===== config.mk =====
export PLATFORM = sky130hd
export DESIGN_NAME = hs_ram_port
export DESIGN_NICKNAME = d
export VERILOG_FILES = /design/src/rtl/dk_hs_pkg.sv /design/src/rtl/hs_win_decode.sv /design/src/rtl/hs_ram_port.sv
export SDC_FILE = /design/constraint.sdc
export NUM_CORES = 1
export LEC_CHECK = 0
export CAP_MARGIN = 20
export CORE_MARGIN = 2
export CORE_UTILIZATION = 39
export CTS_BUF_LIST = sky130_fd_sc_hd__clkbuf_4
export DETAILED_ROUTE_END_ITERATION = 8
export HOLD_SLACK_MARGIN = 0.15
export PLACE_DENSITY = 0.85
export SYNTH_ARGS = -nofsm -noshare
export SYNTH_HDL_FRONTEND = slang
export SYNTH_SLANG_ARGS = --single-unit

===== constraint.sdc =====
create_clock -name clk -period 1.9 [get_ports clk]
set_input_delay 0.38 -clock clk [delete_from_list [all_inputs] [get_ports clk]]
set_output_delay 0.38 -clock clk [all_outputs]
set_load 0.03 [all_outputs]

===== src/rtl/dk_hs_pkg.sv =====
// Shared types and window constants for the hiscore RAM port.
// Variants with a different RAM map override the window parameters at instantiation.
package dk_hs_pkg;

  typedef enum logic [2:0] {
    IDLE,
    REQ,
    GRANT,
    RELEASE,
    FAIL
  } hs_state_t;

  localparam logic [15:0] WIN_BASE_DEF = 16'h6000;
  localparam logic [15:0] WIN_SIZE_DEF = 16'h0800;
  localparam logic [7:0]  HS_OOW_DATA  = 8'hFF;

endpackage


===== src/rtl/hs_win_decode.sv =====
// Maps a hiscore CPU-space address onto the work RAM window.
// The wrapping 16-bit difference makes addresses below the base land out of window too.
module hs_win_decode
  import dk_hs_pkg::*;
#(
  parameter int unsigned RAM_AW   = 11,
  parameter logic [15:0] WIN_BASE = WIN_BASE_DEF,
  parameter logic [15:0] WIN_SIZE = WIN_SIZE_DEF
) (
  input  logic [15:0]       hs_address,
  output logic [RAM_AW-1:0] offset,
  output logic              in_win
);

  logic [15:0] diff;

  assign diff   = hs_address - WIN_BASE;
  assign in_win = (diff < WIN_SIZE);
  assign offset = diff[RAM_AW-1:0];

endmodule


===== src/rtl/hs_ram_port.sv =====
// Game-side hiscore responder: pauses the CPU, then hands the work RAM to the hiscore
// engine through a registered address stage; the CPU passes straight through otherwise.
module hs_ram_port
  import dk_hs_pkg::*;
#(
  parameter int unsigned RAM_AW      = 11,
  parameter logic [15:0] WIN_BASE    = WIN_BASE_DEF,
  parameter logic [15:0] WIN_SIZE    = WIN_SIZE_DEF,
  parameter int unsigned ACK_TIMEOUT = 4096
) (
  input  logic              clk,
  input  logic              reset,
  input  logic [RAM_AW-1:0] cpu_addr,
  input  logic              cpu_cs,
  input  logic              cpu_we,
  input  logic [7:0]        cpu_wdata,
  output logic [7:0]        cpu_rdata,
  input  logic              cpu_halt_ack,
  output logic              pause_req,
  input  logic              hs_access,
  input  logic [15:0]       hs_address,
  input  logic              hs_write,
  input  logic [7:0]        hs_data_in,
  output logic [7:0]        hs_data_out,
  output logic              hs_grant,
  output logic              hs_error,
  output logic [RAM_AW-1:0] ram_addr,
  output logic              ram_we,
  output logic [7:0]        ram_wdata,
  input  logic [7:0]        ram_rdata
);

  localparam int unsigned      CNT_W    = (ACK_TIMEOUT > 1) ? $clog2(ACK_TIMEOUT) : 1;
  localparam logic [CNT_W-1:0] CNT_LAST = CNT_W'(ACK_TIMEOUT - 1);

  hs_state_t         state_q, state_d;
  logic [CNT_W-1:0]  cnt_q, cnt_d;

  logic [RAM_AW-1:0] win_offset;
  logic              win_in;
  logic              capture;

  // Stage 1 drives the RAM; stage 2 waits for the synchronous read data.
  logic              s1_we_q, s1_rd_q, s1_oow_q;
  logic [RAM_AW-1:0] s1_addr_q;
  logic [7:0]        s1_wdata_q;
  logic              s2_rd_q, s2_oow_q;

  hs_win_decode #(
    .RAM_AW   (RAM_AW),
    .WIN_BASE (WIN_BASE),
    .WIN_SIZE (WIN_SIZE)
  ) u_win_decode (
    .hs_address (hs_address),
    .offset     (win_offset),
    .in_win     (win_in)
  );

  always_comb begin
    state_d = state_q;
    cnt_d   = cnt_q;
    unique case (state_q)
      IDLE: begin
        if (hs_access) begin
          state_d = REQ;
          cnt_d   = '0;
        end
      end
      REQ: begin
        if (!hs_access) begin
          state_d = RELEASE;
        end else if (cpu_halt_ack) begin
          state_d = GRANT;
        end else if (cnt_q == CNT_LAST) begin
          state_d = FAIL;
        end else begin
          cnt_d = cnt_q + 1'b1;
        end
      end
      // A dropped ack is ignored here: ownership lasts until hs_access falls.
      GRANT:   if (!hs_access) state_d = RELEASE;
      RELEASE: state_d = IDLE;
      FAIL:    if (!hs_access) state_d = IDLE;
      default: state_d = IDLE;
    endcase
  end

  always_ff @(posedge clk or posedge reset) begin
    if (reset) begin
      state_q <= IDLE;
      cnt_q   <= '0;
    end else begin
      state_q <= state_d;
      cnt_q   <= cnt_d;
    end
  end

  always_comb begin
    pause_req = 1'b0;
    hs_grant  = 1'b0;
    hs_error  = 1'b0;
    unique case (state_q)
      REQ:   pause_req = 1'b1;
      GRANT: begin
        pause_req = 1'b1;
        hs_grant  = 1'b1;
      end
      FAIL:    hs_error = 1'b1;
      default: ;
    endcase
  end

  assign capture = (state_q == GRANT) && hs_access;

  always_ff @(posedge clk or posedge reset) begin
    if (reset) begin
      s1_we_q     <= 1'b0;
      s1_rd_q     <= 1'b0;
      s1_oow_q    <= 1'b0;
      s1_addr_q   <= '0;
      s1_wdata_q  <= '0;
      s2_rd_q     <= 1'b0;
      s2_oow_q    <= 1'b0;
      hs_data_out <= HS_OOW_DATA;
    end else begin
      s1_we_q    <= capture && hs_write && win_in;
      s1_rd_q    <= capture && !hs_write;
      s1_oow_q   <= !win_in;
      s1_addr_q  <= win_offset;
      s1_wdata_q <= hs_data_in;
      s2_rd_q    <= s1_rd_q;
      s2_oow_q   <= s1_oow_q;
      if (s2_rd_q) begin
        hs_data_out <= s2_oow_q ? HS_OOW_DATA : ram_rdata;
      end
    end
  end

  // A capture always lands in GRANT, so a write registered on the last cycle still completes.
  always_comb begin
    if (state_q == GRANT) begin
      ram_addr  = s1_addr_q;
      ram_we    = s1_we_q;
      ram_wdata = s1_wdata_q;
    end else begin
      ram_addr  = cpu_addr;
      ram_we    = cpu_cs & cpu_we;
      ram_wdata = cpu_wdata;
    end
  end

  assign cpu_rdata = ram_rdata;

endmodule


## Word level (Yosys, flattened, before mapping)

Index checks and enable logic that the tools add are counted.

| storage, ports and cells | value |
|---|---|
| latch bits | 0 |
| memories kept | 0 |
| memory bits (writable) | 0 |
| memory bits (read-only) | 0 |
| output and inout port bits | 39 |
| register bits | 47 |

| cells by class | value |
|---|---|
| equality and inequality tests | 11 |
| add/subtract/negate cells | 2 |
| magnitude comparators | 1 |
| div/mod/pow operators | 0 |
| multipliers | 0 |
| multiplexer cells | 19 |
| shifts and indexed selects | 0 |
| bitwise logic cells | 1 |
| reduce and logical (&&, ||, !) cells | 11 |

Operators by type and width:

| operator | number |
|---|---|
| $mux 12 | 4 |
| $pmux 12 s2 | 1 |
| $mux 3 | 6 |
| $lt 16x12->1 const B | 1 |
| $mux 8 | 2 |
| $sub 16x15->16 const B | 1 |
| $add 12x1->12 const B | 1 |
| $eq 12x12->1 const B | 1 |
| $ne 2x2->1 const B | 6 |
| $pmux 3 s4 | 1 |
| $mux 11 | 1 |
| $reduce_and 5->1 | 1 |
| $logic_and 1x1->1 | 4 |
| $mux 1 | 4 |
| $ne 4x4->1 const B | 1 |
| $reduce_and 4->1 | 1 |
| $eq 3x1->1 const B | 1 |
| $eq 3x2->1 const B | 1 |
| $eq 3x3->1 const B | 1 |
| $logic_not 3->1 | 1 |
| $logic_not 1->1 | 2 |
| $reduce_bool 2->1 | 1 |
| $reduce_or 2->1 | 1 |
| $and 1x1->1 | 1 |

## Depth between registers and ports, before layout

| depth | value |
|---|---|
| depth in word-level cells | 5 |
| depth in mapped cells | 6 |
| mapped depth without buffers | 5 |

## Modules after synthesis

Synthesis repeated with hierarchy kept, for this count alone.

| unflattened totals | value |
|---|---|
| cells, all modules | 189 |
| area, all modules | 2,252.2 µm² |

By module, submodules not included:

| module | cells each | area an instance (µm²) | instances |
|---|---|---|---|
| hs_ram_port | 174 | 2,122.0 | 1 |
| hs_win_decode | 15 | 130.1 | 1 |

## Worst setup path after synthesis

OpenSTA, ideal clock, no wires.

| path | value |
|---|---|
| kind | register to output |
| start point | register state_q[0] |
| end point | output ram_we |
| buffers on the path | 2 |
| stages on the path, launching flop included | 5 |
| setup slack | -370 ps |
| arrival | 1,890 ps |
| path through | dfrtp_1 -> buf_2 -> nor3b_2 -> clkbuf_1 -> o21ai_0 |

| on the way | value |
|---|---|
| cells in the longest elaborated chain, start to end | 2 |

RTL lines:

| item | line | RTL |
|---|---|---|
| start: declaration | hs_ram_port.sv:36 | `hs_state_t state_q, state_d;` |
| start signal: assignment | hs_ram_port.sv:93 | `state_q <= state_d;` |
| $eq 3x2->1 | hs_ram_port.sv:141 | `if (state_q == GRANT) begin` |
| $mux 1 | hs_ram_port.sv:141 |  |
| end: declaration | hs_ram_port.sv:28 | `output logic ram_we,` |

Every way passes these cells.

## Worst setup path after layout

| path | value |
|---|---|
| start point | register state_q[0] |
| end point | output ram_addr[2] |

| on the way | value |
|---|---|
| cells in the longest elaborated chain, start to end | 2 |

RTL lines:

| item | line | RTL |
|---|---|---|
| $eq 3x2->1 | hs_ram_port.sv:141 |  |
| $mux 11 | hs_ram_port.sv:141 |  |
| end: declaration | hs_ram_port.sv:27 | `output logic [RAM_AW-1:0] ram_addr,` |

Every way passes these cells.

==> flow_summary.json <==
{
  "skew_ps": 3.374,
  "period_share_pct": 117.3,
  "ys_types": 45,
  "track_usage_pct": 19.01,
  "via_per_inst": 4.997,
  "period_minus_slack_ps": 2229,
  "synth_area_leaders": "dfrtp_1, mux2_2, dfstp_2",
  "synth_common_cells": "dfrtp_1, mux2_2, nand2_1",
  "initial_utilization_pct": 40.10,
  "synth_async_sr_flop_share_pct": 100.0,
  "vias": 1879,
  "worstSetupPathType": "reg -> out",
  "relSlewSlack_pct": 76.21,
  "port_buffers": 96,
  "ys_seq_area_share_pct": 54.39,
  "io_pins": 97,
  "clock_latency_ps": 360,
  "nets": 363,
  "violations": "negative setup slack",
  "crit_chain": "nor3b_4 > buf_12 > buf_12 > mux2_4 > buf_6",
  "crit_path_max_incr_delay_ps": 440,
  "synth_nets": 242,
  "critPathBufInv": 3,
  "critPathTopFamily": "buffers and inverters",
  "route.detailed.drc": 0,
  "clockBufferDepth": 2,
  "ant_nets": 0,
  "avgSynthCellArea_um2": 11.98,
  "nFillCells": 405,
  "syn_to_final_growth_pct": 65.35,
  "grt_overflow_total": 0,
  "die_y_um": 78.78,
  "min_path_type": "in -> async",
  "rsz0062_at_grt": "true",
  "critPathCaptureType": "output port",
  "antenna_cells": 0,
  "finalInstanceArea_mm2": 0.003606,
  "grt_pass1_wl_um": 9163,
  "yosysTopAreaCell": "dfrtp_1",
  "fin_cells": 376,
  "cpMaxStageDelayCell": "dfrtp_1",
  "yosys_warnings": 0,
  "worst_pin_slew_ps": 351.8,
  "synth_edf_count": 0,
  "dr.pass1.iters": 4,
  "arrival_ps": 1850,
  "seq_area_mm2": 0.001186,
  "clock-root-buffer": "clkbuf_4",
  "finalWirelength_um": 5855,
  "cap_viol_max_count": 0,
  "multi_input_area_um2": 969.7,
  "status": "complete, but fails checks",
  "setup_violations": 22,
  "routabilityCongestion": 0.8848,
  "synth_cells": 182,
  "cellLeakagePower_nw": 1.582,
  "finalHoldViolCount": 0,
  "synth_flop_cell": "dfrtp_1",
  "cts_tree": "built",
  "startpoint_type": "flip-flop",
  "post-synth-top-area-fraction_pct": 44.75,
  "ys_seq_elements": 47,
  "drive_gt1_share_pct": 39.14,
  "cp.required_ps": 1520,
  "wire_per_inst_um": 15.57,
  "core-area_mm2": 0.005439,
  "ir_drop_mv": 0.7603,
  "yosysMostFrequentCell": "dfrtp_1",
  "grt_max_degree": 48,
  "clk_pin_slew_worst_paths_ps": 130,
  "power_density_mw_per_mm2": 1100,
  "max_freq_mhz": 448.7,
  "maxSlewViolCount": 0,
  "die_area_mm2": 0.006206,
  "fp-row-count": 27,
  "cpMostUsedCell": "buf_12",
  "dp.final_hpwl_um": 3971,
  "path_max_fanout": 8,
  "fin_ws_ps": -328.8,
  "clock-sinks": 47,
  "die_w_um": 78.78,
  "numCtsBuffers": 5,
  "grt_pass1_vias": 1907,
  "initialDrtViolationCount": 93,
  "grt_antenna_before_repair": 0,
  "place_area_mm2": 0.003314,
  "dp_cells": 359,
  "netlist_area_mm2": 0.002181,
  "h-tree-depth": 2
}
per-stage QoR:
step	setup TNS, ps	setup slack [ps]	power [mW]	hold WS, ps	utilization, %
2_1_floorplan	0	4.976	2.278	331.2	-
3_3_place_gp	-4796	-252.7	2.974	331.4	60.94
3_5_place_dp	-5526	-273.2	3.019	335.8	60.94
4_1_cts	-5381	-313.7	3.926	355.7	65.49
5_1_grt	-7326	-398.4	4.153	360.9	66.30
6_report	-5812	-328.8	3.968	359.1	66.30
worst register-to-register path, delay by kind of cell (launching register included):
family          cells  cell delay, ps
compound gates      1             320
buf+inv             3             400
flops               1             440
simple gates        3             530
logic make-up (layout without fill, tap and decap cells):
kind of cell / after synthesis / in the layout / share of synthesized area (%)
simple gates: 58 / 58 / 15.89
buf+inv: 22 / 144 / 5.967
fa+ha+maj: 2 / 2 / 1.147
compound gates: 31 / 31 / 11.53
xor+xnor: 2 / 2 / 0.8034
mux: 20 / 20 / 10.27
flops: 47 / 47 / 54.39
layout make-up:
type / instances / share of cell area (%)
clock buffer: 5 / 1.041
clock inverter: 3 / 1.214
inverter: 7 / 0.7287
multi-input combinational: 113 / 26.89
sequential: 47 / 32.89
tap: 72 / 2.498
timing repair buffer: 129 / 34.73
repair_timing:
| item | CTS | global route |
|---|---|---|
| buffers inserted | 7 | 4 |
| resized for setup | 177 | 9 |
| pin swaps | 2 | 2 |
| hold buffers | 0 | 0 |
| cloned | 0 | 0 |
| endpoints found under the setup margin | 31 | 29 |
report_power, final:
part	switching, mW	internal, mW
combinational	1.01	1.10
clock	0.321	0.277
sequential	0.0734	1.18
total	1.41	2.56
registers in the layout (all words and copies together) (netlist names):
name	cells
cnt_q	12
s1_addr_q	11
hs_data_out	8
s1_wdata_q	8
state_q	3
s1_oow_q	1
s1_rd_q	1
s1_we_q	1
s2_oow_q	1
s2_rd_q	1
layout by cell type, fill, tap and decap left out, types with 2 or more instances in the layout:
master and instances:
nor3_1 3, nor3b_4 2, a22o_2 2, or3_1 2, nand4_1 4, a221o_1 3, buf_6 23, buf_12 3
nor2_1 6, nand2_1 10, a31oi_1 2, inv_1 6, nand2b_1 7, dfstp_2 8, and3_2 2, nand3_1 6
and4_1 3, o21ai_0 3, clkdlybuf4s50_1 57, dfrtp_1 39, a21oi_1 2, o22a_1 8, buf_4 37, mux2_4 19
o221ai_1 5, dlygate4sd2_1 8, clkbuf_4 5
metal layers:
layer  routed length, um  part of all wire [%]  global-route usage, %  vias up
met2                2941                    50                  33.25       80
met5                   0                     0                      0        -
met1                2396                    41                  22.43      889
li1                    -                     -                      -      904
met3                 437                   7.5                  4.659        6
met4                  80                   1.4                  7.544        0
final timing paths:
check                                start             end  slack [ps]  cells past startpoint
worst max-delay path            state_q[0]     ram_addr[2]        -330                      5
worst min register to register     s1_rd_q         s2_rd_q         370                      0
max in group asynchronous            reset  hs_data_out[1]        1270                      3
min in group clk                   s1_rd_q         s2_rd_q         370                      0
worst min-delay path                 reset   s1_wdata_q[3]         360                      3
worst max register to register  state_q[0]        cnt_q[8]         110                      7
Note: power is estimated with default switching activity, not from simulation.
